`config.mk`:
```
export PLATFORM = sky130hd
export DESIGN_NAME = arrow_sequence_gen
export DESIGN_NICKNAME = d
export VERILOG_FILES = /design/src/rtl/arrow_sequence_gen.sv
export SDC_FILE = /design/constraint.sdc
export NUM_CORES = 1
export LEC_CHECK = 0
export CAP_MARGIN = 20
export CORE_MARGIN = 5
export CORE_UTILIZATION = 50
export CTS_BUF_LIST = sky130_fd_sc_hd__clkbuf_4 sky130_fd_sc_hd__clkbuf_8 sky130_fd_sc_hd__clkbuf_16
export DETAILED_ROUTE_END_ITERATION = 8
export DONT_BUFFER_PORTS = 1
export HOLD_SLACK_MARGIN = 0.06
export PLACE_DENSITY_LB_ADDON = 0.12
export SYNTH_ARGS = -nofsm -noshare
export SYNTH_HDL_FRONTEND = slang
export SYNTH_SLANG_ARGS = --single-unit
```
`constraint.sdc`:
```
create_clock -name clk -period 5.1 [get_ports clk]
set_clock_uncertainty 0.1 [all_clocks]
set_input_delay 1.02 -clock clk [delete_from_list [all_inputs] [get_ports clk]]
set_output_delay 1.02 -clock clk [all_outputs]
set_load 0.01 [all_outputs]
```
`src/rtl/arrow_sequence_gen.sv`:
```
// Arrow event generator: a divider paces events, each pushing an LFSR or sensor arrow into a lookahead FIFO.
// Optional macro ARROW_GEN_REPEAT_FILTER_EN rotates a random arrow that repeats the last pushed one.
module arrow_sequence_gen #(
  parameter int                ARROW_W  = 5,
  parameter int                LFSR_W   = 16,
  parameter logic [LFSR_W-1:0] TAPS     = 16'hB400,
  parameter int                TICK_DIV = 25000000,
  parameter int                DEPTH    = 4
) (
  input  logic                         clk,
  input  logic                         rst,
  input  logic                         mode,
  input  logic                         seed_load,
  input  logic [LFSR_W-1:0]            seed,
  input  logic [ARROW_W-1:0]           gsensor,
  output logic                         tick,
  output logic [ARROW_W-1:0]           arrow_data,
  output logic                         arrow_valid,
  input  logic                         arrow_ready,
  output logic [$clog2(DEPTH+1)-1:0]   level,
  output logic                         overflow
);

  localparam int CNT_W = $clog2(TICK_DIV);
  localparam int PTR_W = $clog2(DEPTH);
  localparam int LVL_W = $clog2(DEPTH+1);

  function automatic logic [LFSR_W-1:0] lfsr_advance(input logic [LFSR_W-1:0] s);
    return s[0] ? ((s >> 1) ^ TAPS) : (s >> 1);
  endfunction

  function automatic logic [ARROW_W-1:0] nonzero_arrow(input logic [ARROW_W-1:0] a);
    return (a == '0) ? ARROW_W'(1) : a;
  endfunction

  function automatic logic [ARROW_W-1:0] rotl1(input logic [ARROW_W-1:0] a);
    return (a << 1) | (a >> (ARROW_W - 1));
  endfunction

  logic [CNT_W-1:0]   r_cnt;
  logic               r_tick;
  logic [LFSR_W-1:0]  r_lfsr;
  logic [ARROW_W-1:0] r_mem [DEPTH];
  logic [PTR_W-1:0]   r_wr_ptr;
  logic [PTR_W-1:0]   r_rd_ptr;
  logic [LVL_W-1:0]   r_level;
  logic               r_overflow;

  logic               w_event;
  logic [LFSR_W-1:0]  w_lfsr_next;
  logic [ARROW_W-1:0] w_rand_cand;
  logic [ARROW_W-1:0] w_cand;
  logic               w_valid;
  logic               w_full;
  logic               w_pop;
  logic               w_push;
  logic               w_wr;

  assign w_event     = (r_cnt == CNT_W'(TICK_DIV - 1));
  assign w_lfsr_next = lfsr_advance(r_lfsr);
  assign w_rand_cand = nonzero_arrow(w_lfsr_next[ARROW_W-1:0]);
  assign w_valid     = (r_level != '0);
  assign w_full      = (r_level == LVL_W'(DEPTH));
  assign w_pop       = w_valid & arrow_ready;
  assign w_push      = w_event & ~seed_load;
  // A full queue still accepts the push when the head leaves in the same cycle.
  assign w_wr        = w_push & (~w_full | w_pop);

`ifdef ARROW_GEN_REPEAT_FILTER_EN
  logic [ARROW_W-1:0] r_last;

  always_comb begin
    w_cand = gsensor;
    if (!mode) begin
      w_cand = (w_rand_cand == r_last) ? rotl1(w_rand_cand) : w_rand_cand;
    end
  end

  always_ff @(posedge clk) begin
    if (rst || seed_load) begin
      r_last <= '0;
    end else if (w_wr) begin
      r_last <= w_cand;
    end
  end
`else
  assign w_cand = mode ? gsensor : w_rand_cand;
`endif

  always_ff @(posedge clk) begin
    if (w_wr) begin
      r_mem[r_wr_ptr] <= w_cand;
    end
  end

  always_ff @(posedge clk) begin
    if (rst) begin
      r_cnt      <= '0;
      r_tick     <= 1'b0;
      r_lfsr     <= LFSR_W'(1);
      r_wr_ptr   <= '0;
      r_rd_ptr   <= '0;
      r_level    <= '0;
      r_overflow <= 1'b0;
    end else if (seed_load) begin
      r_cnt      <= '0;
      r_tick     <= 1'b0;
      r_lfsr     <= (seed == '0) ? LFSR_W'(1) : seed;
      r_wr_ptr   <= '0;
      r_rd_ptr   <= '0;
      r_level    <= '0;
      r_overflow <= 1'b0;
    end else begin
      r_tick <= w_event;
      r_cnt  <= w_event ? '0 : r_cnt + CNT_W'(1);
      if (w_event) begin
        r_lfsr <= w_lfsr_next;
      end
      if (w_wr) begin
        r_wr_ptr <= r_wr_ptr + PTR_W'(1);
      end
      if (w_pop) begin
        r_rd_ptr <= r_rd_ptr + PTR_W'(1);
      end
      if (w_push && w_full && !w_pop) begin
        r_overflow <= 1'b1;
      end
      case ({w_wr, w_pop})
        2'b10:   r_level <= r_level + LVL_W'(1);
        2'b01:   r_level <= r_level - LVL_W'(1);
        default: r_level <= r_level;
      endcase
    end
  end

  assign tick        = r_tick;
  assign arrow_valid = w_valid;
  assign arrow_data  = w_valid ? r_mem[r_rd_ptr] : '0;
  assign level       = r_level;
  assign overflow    = r_overflow;

endmodule

```
==> qor.yml <==
status: "finished clean"
ir_worst_vdd_uv: 216
worst_pin_slew_ps: 949
yosysTopAreaCell: "dfxtp_1"
globalplace.congestion: 0.791
clk_pin_slew_worst_paths_ps: 70
hold-path-cell-count: 1
io_pins: 37
ys_async_sr_fraction_pct: 0
critPathTopFamily: "simple AND/OR/NAND/NOR gates"
drive_gt1_share_pct: 9.29
power_density_nw_per_um2: 325
place_worst_setup_slack_ps: 2080
dp_hpwl_mm: 4.33
post_drt_wl_per_cell_um: 15.3
fin_util_pct: 54.9
fin_crit_sh_pct: 59.0
fmax_mhz: 333
rsz0062_at_grt: "no"
switching_power_uw: 238
layout_commonest_cell: "dfxtp_1"
r2r_end: "level[1]$_SDFFE_PP0P_"
synth_edf_count: 20
cts_tree: "done"
cts_setup_buffers: 0
avgViaCountPerCell: 5.53
power.leakage_uw: 0.00117
htreeDepth: 3
numCtsBuffers: 9
dieArea_um2: 8130
start_util_pct: 50.9
cp.required_ps: 5250
rrSetupSlack_ps: 2090
critPathMaxFanout: 19
avgSynthCellArea_um2: 10.0
root_buffer: "clkbuf_8"
antenna_found_initial: 0
n_fill_cell: 594
clock_path_buffers: 2
holdBufCountCts: 0
syn_nets: 353
hold_viol: 0
slew_headroom_pct: 36.2
cp.depth: 6
synth_top_area_share_pct: 32.4
internal_power_uw: 887
clock_latency_ps: 340
die_x_um: 90.2
diodes: 0
setup_ws_ps: 2090
arrival_ps: 3160
grt_max_degree: 26
ys_seq_area_share_pct: 51.1
total_power_uw: 1120
cp_cell_sequence: "or4b_4 > nor4_2 > nand2_1 > o21ai_1 > fa_1 > o32ai_1"
drc: 0
drt_iter0_drc: 120
crit_end: "level[1]$_SDFFE_PP0P_"
routed_wl_mm: 6.11
crit_buf_inv: 0
timing.rr.start: "r_cnt[17]$_SDFF_PP0_"
start_kind: "register"
grt_pass1_vias: 2092
maxCapViolCount: 0
slowest_stage: "or4b_4"
slew_viol_final: 0
min_period_ps: 3010
switching_share_pct: 21.1
fp.coreArea_um2: 6310
rows: 29
clkPwrFrac_pct: 43.2
startpoint: "r_cnt[17]$_SDFF_PP0_"
grt_pass1_wl_mm: 10.2
die_h_um: 90.2
io_buffers: 0
netlist_area_um2: 3210
drt_pass1_iterations: 4
post_cts_resized: 0
yosys-top-cells-area: "dfxtp_1 32%, edfxtp_1 19%, nor2_1 5.6%, nand2_1 4.9%, xor2_1 4.9%"
synth_flop_cell: "dfxtp_1"
setup_tns_ps: 0
vias: 2210
gr-total-overflow: 0
ys_ff_latch: 72
yosysWarnings: 0
yosysUniqueCellTypes: 40
hold_path_class: "reg2reg"
areaGrowthSynthToFinish_pct: 7.87
worstSetupPathType: "reg2reg"
layout_common_cells: "52 x dfxtp_1, 48 x nor2_1, 42 x nand2_1, 20 x edfxtp_1, 18 x xor2_1"
postRouteAntennaNets: 0
grt_usage_pct: 15.5
worst_setup_path_end_kind: "register"
pwr-share-seq_pct: 53.7
synthCells: 321
combPwrFrac_pct: 3.0
critPathMaxStageDelay_ps: 550
nets: 350
cts.sinks: 72
reg2reg_depth: 6
finalSetupViolCount: 0
-- sequential cells by signal, summed over array words and instances, names as in the netlist, named ones only --
register  flops
level         3
overflow      1
r_cnt        25
r_lfsr       16
r_mem        20
r_rd_ptr      2
r_wr_ptr      2
tick          1
-- cells by family (layout without fill, tap and decap cells) --
| family | after synthesis | count (layout) | synth area share [%] |
|---|---|---|---|
| AO/OA/AOI/OAI | 26 | 26 | 5.80 |
| XOR/XNOR | 30 | 30 | 8.18 |
| AND/OR/NAND/NOR | 155 | 155 | 24.1 |
| multiplexers | 11 | 11 | 5.53 |
| buffers and inverters | 21 | 23 | 2.76 |
| adder cells (fa/ha/maj) | 6 | 6 | 2.57 |
| flip-flops | 72 | 72 | 51.1 |
-- worst min path at each step --
stage / startpoint / end / slack [ps]
after floorplan: r_cnt[0]$_SDFF_PP0_ / r_cnt[0]$_SDFF_PP0_ / 320
after global placement: r_cnt[0]$_SDFF_PP0_ / r_cnt[0]$_SDFF_PP0_ / 330
after detailed placement: r_cnt[0]$_SDFF_PP0_ / r_cnt[0]$_SDFF_PP0_ / 340
after CTS: r_cnt[0]$_SDFF_PP0_ / r_cnt[0]$_SDFF_PP0_ / 350
after global routing: r_lfsr[8]$_SDFFE_PP0P_ / r_lfsr[7]$_SDFFE_PP0P_ / 400
final: r_cnt[0]$_SDFF_PP0_ / r_cnt[0]$_SDFF_PP0_ / 350
-- per-layer routing --
metal	wire length [um]	vias up	global-route usage, %	part of all wire, %
met5	0	-	0	0
met4	100	0	4.96	1.6
met3	333	9	5.84	5.5
met2	2860	41	24.1	47
met1	2810	1037	20.0	46
li1	-	1123	-	-
-- area by class of cell --
class / count / area (um2) / share of cell area, %
sequential: 72 / 1640 / 47.4
multi-input combinational: 228 / 1480 / 42.8
clock inverter: 7 / 95.1 / 2.74
tap: 77 / 96.3 / 2.78
inverter: 7 / 26.3 / 0.758
clock buffer: 9 / 124 / 3.57
-- Yosys cell counts, types with 3 or more instances --
cell      number
and4_1         4
edfxtp_1      20
nor2b_1        6
o22ai_1        3
ha_1           5
xnor2_1       12
o21ai_1        6
nand3_1       15
dfxtp_1       52
clkbuf_1      11
nor2_1        48
mux4_2         5
and3_1         6
xor2_1        18
and2_1         5
mux2_2         4
nand4_1        8
inv_1          7
a311oi_1      12
nand2_1       42
nor4_1         5
nor3_1         5
-- stage by stage --
step,cells,area (um2),hold WS [ps]
6_report,400,3470,345
5_1_grt,400,3470,399
4_1_cts,400,3470,353
3_5_place_dp,384,3250,341
3_3_place_gp,384,3250,332
2_1_floorplan,321,3210,318
-- worst register-to-register path: stages, from the launching register on --
cell,delay (ps)
dfxtp_1,360
or4b_4,560
nor4_2,400
nand2_1,500
o21ai_1,310
fa_1,440
o32ai_1,250
-- power groups by stage --
stage / combinational, uW / clock [uW] / sequential (uW)
final: 33.9 / 486 / 605
after global routing: 37.9 / 525 / 606
after CTS: 34.2 / 502 / 604
after detailed placement: 34.1 / 0 / 618
after global placement: 33.7 / 0 / 618
after floorplan: 31.3 / 0 / 615
(Power assumes the default switching activity.)
